[src/rtl/pipe_addsub_pkg.sv]
// Shared definitions for the pipelined adder/subtractor: opcodes and
// parameter helpers used by the top level at elaboration time.
package pipe_addsub_pkg;

   localparam logic OP_ADD = 1'b0;
   localparam logic OP_SUB = 1'b1;

   function automatic int chunk_width(input int width, input int stages);
      return width / stages;
   endfunction

   // Legal configurations: 1..width stages, width an exact multiple of stages.
   function automatic bit params_ok(input int width, input int stages);
      return (stages >= 1) && (stages <= width) && ((width % stages) == 0);
   endfunction

endpackage

[src/rtl/addsub_chunk.sv]
// One carry-chain chunk: CW-bit ripple of full adders. Overflow is taken
// from the carries into and out of the top bit of the chunk.
module addsub_chunk #(
   parameter int CW = 4
) (
   input  logic [CW-1:0] x_i,
   input  logic [CW-1:0] y_i,
   input  logic          cin_i,
   output logic [CW-1:0] sum_o,
   output logic          cout_o,
   output logic          ovf_o
);

   logic [CW:0] carry;

   assign carry[0] = cin_i;

   for (genvar i = 0; i < CW; i++) begin : g_fa
      assign sum_o[i]     = x_i[i] ^ y_i[i] ^ carry[i];
      assign carry[i+1]   = (x_i[i] & y_i[i]) | (carry[i] & (x_i[i] ^ y_i[i]));
   end

   assign cout_o = carry[CW];
   assign ovf_o  = carry[CW] ^ carry[CW-1];

endmodule

[src/rtl/pipe_addsub.sv]
// Pipelined adder/subtractor: the WIDTH-bit carry chain is cut into STAGES
// chunks with a register after each, under a global-stall valid/ready scheme.
module pipe_addsub
   import pipe_addsub_pkg::*;
#(
   parameter int WIDTH  = 16,
   parameter int STAGES = 4
) (
   input  logic             clk_i,
   input  logic             rst_i,
   input  logic             valid_i,
   output logic             ready_o,
   input  logic [WIDTH-1:0] dinx_i,
   input  logic [WIDTH-1:0] diny_i,
   input  logic             sub_i,
   output logic             valid_o,
   input  logic             ready_i,
   output logic [WIDTH-1:0] sum_o,
   output logic             cout_o,
   output logic             ovf_o
);

   localparam int CW = chunk_width(WIDTH, STAGES);

   if (!params_ok(WIDTH, STAGES)) begin : g_param_check
      $error("pipe_addsub: WIDTH must be a multiple of STAGES and STAGES in 1..WIDTH");
   end

   logic adv;

   assign adv     = ready_i || !valid_o;
   assign ready_o = adv;

   // Iteration k computes chunk k. Each stage register only keeps the operand
   // bits still to be processed plus the sum chunks already produced.
   for (genvar k = 0; k < STAGES; k++) begin : g_st
      localparam int REM = WIDTH - k * CW;

      logic [REM-1:0]      x_in;
      logic [REM-1:0]      y_in;
      logic                c_in;
      logic                v_in;
      logic [CW-1:0]       s_chk;
      logic                c_chk;
      logic                ovf_chk;

      if (k == 0) begin : g_src
         logic [CW-1:0] sum_d;

         assign x_in  = dinx_i;
         assign y_in  = (sub_i == OP_ADD) ? diny_i : ~diny_i;
         assign c_in  = (sub_i == OP_SUB);
         assign v_in  = valid_i;
         assign sum_d = s_chk;
      end else begin : g_src
         logic [(k+1)*CW-1:0] sum_d;

         assign x_in  = g_st[k-1].g_reg.x_q;
         assign y_in  = g_st[k-1].g_reg.y_q;
         assign c_in  = g_st[k-1].g_reg.c_q;
         assign v_in  = g_st[k-1].g_reg.v_q;
         assign sum_d = {s_chk, g_st[k-1].g_reg.s_q};
      end

      addsub_chunk #(
         .CW (CW)
      ) u_chunk (
         .x_i    (x_in[CW-1:0]),
         .y_i    (y_in[CW-1:0]),
         .cin_i  (c_in),
         .sum_o  (s_chk),
         .cout_o (c_chk),
         .ovf_o  (ovf_chk)
      );

      if (k < STAGES - 1) begin : g_reg
         logic [REM-CW-1:0]   x_q;
         logic [REM-CW-1:0]   y_q;
         logic [(k+1)*CW-1:0] s_q;
         logic                c_q;
         logic                v_q;
         logic                ovf_unused;

         // Only the final chunk's overflow is meaningful.
         assign ovf_unused = ovf_chk;

         always_ff @(posedge clk_i) begin
            if (rst_i) begin
               x_q <= '0;
               y_q <= '0;
               s_q <= '0;
               c_q <= 1'b0;
               v_q <= 1'b0;
            end else if (adv) begin
               x_q <= x_in[REM-1:CW];
               y_q <= y_in[REM-1:CW];
               s_q <= g_src.sum_d;
               c_q <= c_chk;
               v_q <= v_in;
            end
         end
      end else begin : g_out
         logic [WIDTH-1:0] sum_q;
         logic             cout_q;
         logic             ovf_q;
         logic             valid_q;

         always_ff @(posedge clk_i) begin
            if (rst_i) begin
               sum_q   <= '0;
               cout_q  <= 1'b0;
               ovf_q   <= 1'b0;
               valid_q <= 1'b0;
            end else if (adv) begin
               sum_q   <= g_src.sum_d;
               cout_q  <= c_chk;
               ovf_q   <= ovf_chk;
               valid_q <= v_in;
            end
         end
      end
   end

   assign valid_o = g_st[STAGES-1].g_out.valid_q;
   assign sum_o   = g_st[STAGES-1].g_out.sum_q;
   assign cout_o  = g_st[STAGES-1].g_out.cout_q;
   assign ovf_o   = g_st[STAGES-1].g_out.ovf_q;

endmodule

[config.mk]
export PLATFORM = sky130hd
export DESIGN_NAME = pipe_addsub
export DESIGN_NICKNAME = d
export VERILOG_FILES = /design/src/rtl/pipe_addsub_pkg.sv /design/src/rtl/addsub_chunk.sv /design/src/rtl/pipe_addsub.sv
export SDC_FILE = /design/constraint.sdc
export NUM_CORES = 1
export LEC_CHECK = 0
export ABC_AREA = 1
export CELL_PAD_IN_SITES_DETAIL_PLACEMENT = 0
export CELL_PAD_IN_SITES_GLOBAL_PLACEMENT = 1
export CORE_MARGIN = 10
export CORE_UTILIZATION = 36
export CTS_CLUSTER_SIZE = 10
export DETAILED_ROUTE_END_ITERATION = 10
export GPL_TIMING_DRIVEN = 0
export PLACE_DENSITY = 0.84
export SETUP_SLACK_MARGIN = 0.1
export SYNTH_ARGS = -nofsm -noshare
export SYNTH_HDL_FRONTEND = slang
export SYNTH_SLANG_ARGS = --single-unit
export TNS_END_PERCENT = 20
[constraint.sdc]
create_clock -name clk_i -period 2.25 [get_ports clk_i]
set_input_delay 0.3375 -clock clk_i [delete_from_list [all_inputs] [get_ports clk_i]]
set_output_delay 0.3375 -clock clk_i [all_outputs]
set_load 0.02 [all_outputs]
==> results by group, run 1 <==
Outcome
  – Status: finished, final reports clean

Logic synthesis
  – Yosys top cell area share: 0.445
  – Mapped Area: 4360 um^2
  – Top cells by area, synth: dfxtp_1 44%, nor2_1 17%, o21bai_1 12%, fa_1 6.9%, nand2_1 6.7%
  – Syn avg cell area: 7.78 um^2
  – Synth Register Bits: 97
  – Synth area leader: dfxtp_1
  – Netlist cell types: 19
  – Sequential area share after synthesis: 0.445
  – Syn Inst Count: 561
  – YS warnings: 0
  – Syn_nets: 613

Global route
  – GRT Residual Overflow: 0
  – Initial antenna violation count: 0
  – First-pass GRT wire length: 17300 um
  – GRT Overall Usage: 0.127
  – Vias in the first global route: 3604
  – Largest net degree at the start of global routing: 18

Detailed routing
  – Drt wl/cell: 13.0 um
  – Total vias in the final route: 3507
  – Initial drt markers: 163
  – Antenna Violating Nets Remaining: 0
  – TritonRoute pass-1 iters: 4
  – Routed wire length: 10200 um
  – Vias per std cell: 4.50
  – Drt drc: 0

Floorplan
  – Die Width: 130 um
  – # IOs: 57
  – Std-Cell Rows: 40
  – Starting Density: 0.365
  – Die area: 16900 um^2
  – Die H: 130 um
  – CORE AREA: 12000 um^2

Clock network
  – CTS clock-pin slew for the worst setup and hold paths: 0.07 ns
  – CTS tree: done
  – Clk Latency, worst-skew pair: 0.34 ns
  – Root Buffer Master: clkbuf_16
  – CTS max path bufs: 2
  – CTS sink cnt: 97
  – CTS Buf Count: 9
  – H-tree depth: 3

STA
  – Final WS setup: 0.110 ns
  – Post-route minimum period: 2.14 ns
  – Post-Route Setup TNS: 0 ns
  – Worst Tran Pin Value: 0.521 ns
  – Hold Fails Final Rpt: 0
  – Final Cycle Share: 0.951
  – Achievable frequency: 467 MHz
  – Setup violators final: 0
  – Max_slew headroom: 0.653
  – Clock Skews: 0.00800 ns
  – Unrepaired setup endpoints after global routing: yes
  – Slew Limit Fails: 0

Worst hold path
  – Hold Path Class: in -> reg

Placed design
  – Dpl cells: 762
  – Port bufs: 54
  – DP HPWL: 7820 um
  – Pre-CTS setup slack: -0.204 ns
  – Placer Congestion: 0.816

Pwr
  – P_leak: 2.33 nW
  – Max VDD drop: 0.386 mV
  – PwrDens: 740 nW/um^2
  – Tot Pwr: 0.00402 W

Cells and area
  – Layout cell share with drive strength beyond 1: 0.103
  – Post-layout nets: 679
  – ANT cells: 0
  – Final cell count without fillers: 779
  – Area Overhead vs Synth: 24.5%

Run
  – Max-Cap Viols: 0

Setup path
  – WP data arrival: 2.41 ns
  – Max FO, Critical Path: 2
  – Setup crit start kind: flip-flop
  – Critical path class: reg -> reg
  – CP endpoint kind: flip-flop
  – CP required: 2.53 ns
## where the power goes
part | switching, W | total, W | internal (W)
sequential | 0.0000699 | 0.00191 | 0.00184
combinational | 0.000282 | 0.000549 | 0.000267
clock | 0.000682 | 0.00156 | 0.000876
## sequential cells by signal, summed over array words and instances (netlist names)
signal	cells
g_st.g_reg.s_q	24
g_st.g_reg.x_q	24
g_st.g_reg.y_q	24
sum_o	16
g_st.g_reg.c_q	3
g_st.g_reg.v_q	3
cout_o	1
ovf_o	1
valid_o	1
## stage by stage
step / utilization / area, um^2 / hold WS [ns]
after global routing: 0.454 / 5440 / 0.452
after floorplan: - / 4370 / 0.436
final: 0.454 / 5440 / 0.400
after CTS: 0.451 / 5400 / 0.405
after detailed placement: 0.426 / 5090 / 0.461
after global placement: 0.426 / 5090 / 0.462
## logic make-up (layout without fill, tap and decap cells)
family	Yosys count	in the layout	synth area share
AO/OA/AOI/OAI	73	73	0.125
AND/OR/NAND/NOR	286	286	0.259
XOR/XNOR	3	3	0.00602
adder cells (fa/ha/maj)	15	15	0.0688
buffers and inverters	87	158	0.0966
flip-flops	97	97	0.445
## per-layer routing
metal	vias up	track usage	part of all wire
met5	-	0	0
met4	0	0.0403	0.017
met3	13	0.0292	0.045
met2	62	0.216	0.48
met1	1588	0.156	0.46
li1	1844	-	-
## critical path: stages (launching register included)
cell and delay [ns]:
dfxtp_2 0.33, fa_2 0.38, inv_2 0.06, fa_2 0.19, inv_2 0.04, fa_2 0.39, inv_2 0.08, fa_1 0.41
inv_1 0.06, nor2_1 0.04, nor2_1 0.09
## timing repair
action                                  in CTS  in global routing
pin swaps                                    0                  4
resized for setup                            6                 16
endpoints found under the setup margin       4                  5
hold buffers                                 0                  0
setup buffers                                0                  1
## final cells by class
cell class / instances / area, um^2
timing repair buffer: 55 / 547
multi-input combinational: 377 / 2030
tap: 147 / 184
clock buffer: 9 / 225
inverter: 52 / 195
buffer: 35 / 229
clock inverter: 7 / 77.6
sequential: 97 / 1950
fill: 1216 / 6530
## layout by cell type, fill, tap and decap left out
cell             synthesis  layout
nor2_1                 193     193
dfxtp_1                 97      91
nand2_1                 78      78
o21bai_1                71      71
clkdlybuf4s50_1          0      53
inv_1                   49      43
nand3b_1                12      12
clkbuf_1                11      11
buf_2                   11      10
inv_2                    3       9
clkbuf_16                0       9
fa_1                    15       8
buf_4                    5       7
buf_6                    7       7
fa_2                     0       7
dfxtp_2                  0       5
nand3_1                  2       2
clkinv_2                 0       2
inv_6                    0       2
xnor2_1                  1       1
o21a_1                   1       1
xor2_2                   0       1
xor2_1                   2       1
nor2_4                   1       1
a21oi_1                  1       1
clkbuf_8                 1       1
bufinv_16                0       1
inv_8                    0       1
clkinv_4                 0       1
dfxtp_4                  0       1
dlygate4sd2_1            0       1
## synthesized netlist by cell type (all sizes together)
master / number
nor2: 194
o21a: 1
clkbuf: 12
nand3b: 12
inv: 52
a21oi: 1
nand2: 78
o21bai: 71
nand3: 2
xor2: 2
xnor2: 1
buf: 23
dfxtp: 97
fa: 15
## path summary, 6_finish.rpt
| check | from | end | slack, ns | cells past startpoint |
|---|---|---|---|---|
| worst max-delay path | g_st[2].g_reg.x_q[0] | sum_o[15] | 0.11 | 10 |
| worst min register to register | g_st[2].g_reg.v_q | valid_o | 0.47 | 2 |
| worst max register to register | g_st[2].g_reg.x_q[0] | sum_o[15] | 0.11 | 10 |
| worst min-delay path | sub_i | g_st[0].g_reg.y_q[3] | 0.40 | 5 |
Note: power is estimated with default switching activity, not from simulation.
==> run 2: changes to the inputs <==
--- a/config.mk
+++ b/config.mk
@@ -13,6 +13,7 @@
 export CTS_CLUSTER_SIZE = 10
 export DETAILED_ROUTE_END_ITERATION = 10
 export GPL_TIMING_DRIVEN = 0
+export MAX_ROUTING_LAYER = met4
 export PLACE_DENSITY = 0.84
 export SETUP_SLACK_MARGIN = 0.1
 export SYNTH_ARGS = -nofsm -noshare
==> run 2 against run 1 <==
Against the previous run: first-iteration DRC count rose by 1.2%; die area did not move; utilization did not move; non-clock buffer count did not move; clock skew fell by 0.0018 ns; critical path type unchanged; largest cell class unchanged.
==> results by group, run 2 (synthesis gave the netlist of run 1 again) <==
STA
  – Achievable frequency: 467 MHz (about the same)
  – Max_slew headroom: 0.652 (was 0.653)
  – Worst Tran Pin Value: 0.522 ns (was 0.521 ns)
  – Final Cycle Share: 0.951 (about the same)
  – Slew Limit Fails: 0 (unchanged)
  – Hold_ws: 0.401 ns (was 0.400 ns)
  – Setup violators final: 0 (unchanged)
  – Clock Skews: 0.00620 ns (was 0.00800 ns)
  – Post-route minimum period: 2.14 ns (about the same)
  – Unrepaired setup endpoints after global routing: yes (unchanged)
  – Hold Fails Final Rpt: 0 (unchanged)

Setup path
  – Critical path's slowest cell: fa_1 (unchanged)
  – CP required: 2.53 ns (about the same)
  – Setup crit start kind: flip-flop (unchanged)
  – Top Family by Delay on Critical Path: adder cells (unchanged)
  – WP data arrival: 2.41 ns (about the same)
  – CP endpoint kind: flip-flop (unchanged)
  – CP max stage delay: 0.41 ns (about the same)
  – Reg2Reg Setup Slack: 0.11 ns (about the same)
  – Bufs and invs on worst path: 4 (unchanged)
  – Critical path cell sequence: fa_2 > inv_2 > fa_2 > inv_2 > fa_2 > inv_2 > fa_1 > inv_1 > nor2_1 > nor2_1 (unchanged)
  – Critical path class: reg -> reg (unchanged)
  – Max FO, Critical Path: 2 (unchanged)

Floorplan
  – # IOs: 57 (unchanged)
  – Die Width: 130 um (unchanged)
  – CORE AREA: 12000 um^2 (unchanged)
  – Die area: 16900 um^2 (unchanged)
  – Die H: 130 um (unchanged)
  – Starting Density: 0.365 (unchanged)
  – Std-Cell Rows: 40 (unchanged)

Clock network
  – CTS Buf Count: 9 (unchanged)
  – Clk Latency, worst-skew pair: 0.34 ns (about the same)
  – CTS Hold Bufs: 0 (unchanged)
  – CTS sink cnt: 97 (unchanged)
  – CTS clock-pin slew for the worst setup and hold paths: 0.07 ns (about the same)
  – Root Buffer Master: clkbuf_16 (unchanged)
  – CTS tree: done (unchanged)
  – H-tree depth: 3 (unchanged)
  – CTS max path bufs: 2 (unchanged)

Outcome
  – Status: finished, final reports clean (unchanged)

Detailed routing
  – Vias per std cell: 4.50 (about the same)
  – Drt wl/cell: 13.1 um (was 13.0 um)
  – Total vias in the final route: 3506 (was 3507)
  – Antenna Violating Nets Remaining: 0 (unchanged)
  – Routed wire length: 10200 um (about the same)
  – Initial drt markers: 165 (was 163)
  – Drt drc: 0 (unchanged)
  – TritonRoute pass-1 iters: 4 (unchanged)

Global route
  – Largest net degree at the start of global routing: 18 (unchanged)
  – First-pass GRT wire length: 17300 um (about the same)
  – GRT Overall Usage: 0.130 (was 0.127)
  – Initial antenna violation count: 0 (unchanged)
  – Vias in the first global route: 3611 (was 3604)
  – GRT Residual Overflow: 0 (unchanged)

Pwr
  – PwrDens: 739 nW/um^2 (was 740 nW/um^2)
  – Max VDD drop: 0.386 mV (about the same)
  – P_leak: 2.33 nW (unchanged)
  – Tot Pwr: 0.00401 W (was 0.00402 W)

Cells and area
  – Most common cell after layout, fill and taps aside: nor2_1 (unchanged)
  – Final cell count without fillers: 779 (unchanged)
  – Top Registers: g_st.g_reg.s_q: 24 flops, g_st.g_reg.x_q: 24 flops, g_st.g_reg.y_q: 24 flops (unchanged)
  – Fin util: 0.454 (unchanged)
  – Commonest cells after routing, fill and taps aside: 193 x nor2_1, 91 x dfxtp_1, 78 x nand2_1 (unchanged)
  – Post-layout nets: 679 (unchanged)
  – Area Overhead vs Synth: 24.5% (unchanged)
  – Layout cell share with drive strength beyond 1: 0.103 (unchanged)
  – ANT cells: 0 (unchanged)

Placed design
  – DP HPWL: 7820 um (unchanged)
  – Port bufs: 54 (unchanged)
  – Placer Congestion: 0.828 (was 0.816)
  – Dpl cells: 762 (unchanged)

Run
  – Max-Cap Viols: 0 (unchanged)

Worst hold path
  – Hold Path Class: in -> reg (unchanged)
[run 2: cell counts in the layout (fill, tap and decap cells not counted)]
No cell type changed its count.
[run 2: stage by stage]
step | worst slack [ns] | setup TNS, ns | cell area (um^2)
2_1_floorplan | 0.127 | 0 | 4370
3_3_place_gp | -0.114 | -0.272 | 5090
5_1_grt | -0.0155 | -0.0291 | 5440
4_1_cts | 0.0633 | 0 | 5400
6_report | 0.111 | 0 | 5440
3_5_place_dp | -0.204 | -0.471 | 5090
[run 2: area by class of cell]
| type | instances | area, um^2 |
|---|---|---|
| inverter | 52 | 195 |
| fill | 1216 | 6530 |
| tap | 147 | 184 |
| clock buffer | 9 | 225 |
| multi-input combinational | 377 | 2030 |
| timing repair buffer | 55 | 547 |
| clock inverter | 7 | 77.6 |
| buffer | 35 | 229 |
| sequential | 97 | 1950 |
[run 2: worst reg2reg max path: cells and delay by family, from the launching register on]
kind / cells / cell delay, ns
fa+ha+maj: 4 / 1.37
buf+inv: 4 / 0.24
flops: 1 / 0.33
simple gates: 2 / 0.13
[run 2: what timing repair did]
item | CTS | global route
resized for setup | 6 | 16
buffers inserted | 0 | 1
pin swaps | 0 | 4
endpoints found under the setup margin | 4 | 5
[run 2: worst paths after layout]
kind,start,to,cells past startpoint
max,g_st[2].g_reg.x_q[0],sum_o[15],10
min,sub_i,g_st[0].g_reg.y_q[3],5
max reg2reg,g_st[2].g_reg.x_q[0],sum_o[15],10
min reg2reg,g_st[2].g_reg.v_q,valid_o,2
[run 2: metal layers]
metal	vias to the layer above	track usage	wire, um
li1	1844	-	-
met1	1591	0.157	4730
met2	63	0.216	4850
met3	8	0.0276	458
met4	0	0.0364	142
met5	-	-	0
[run 2: power breakdown]
group	internal [W]	total, W	switching [W]
logic	0.000267	0.000549	0.000282
registers	0.00184	0.00191	0.0000697
clock network	0.000876	0.00155	0.000678
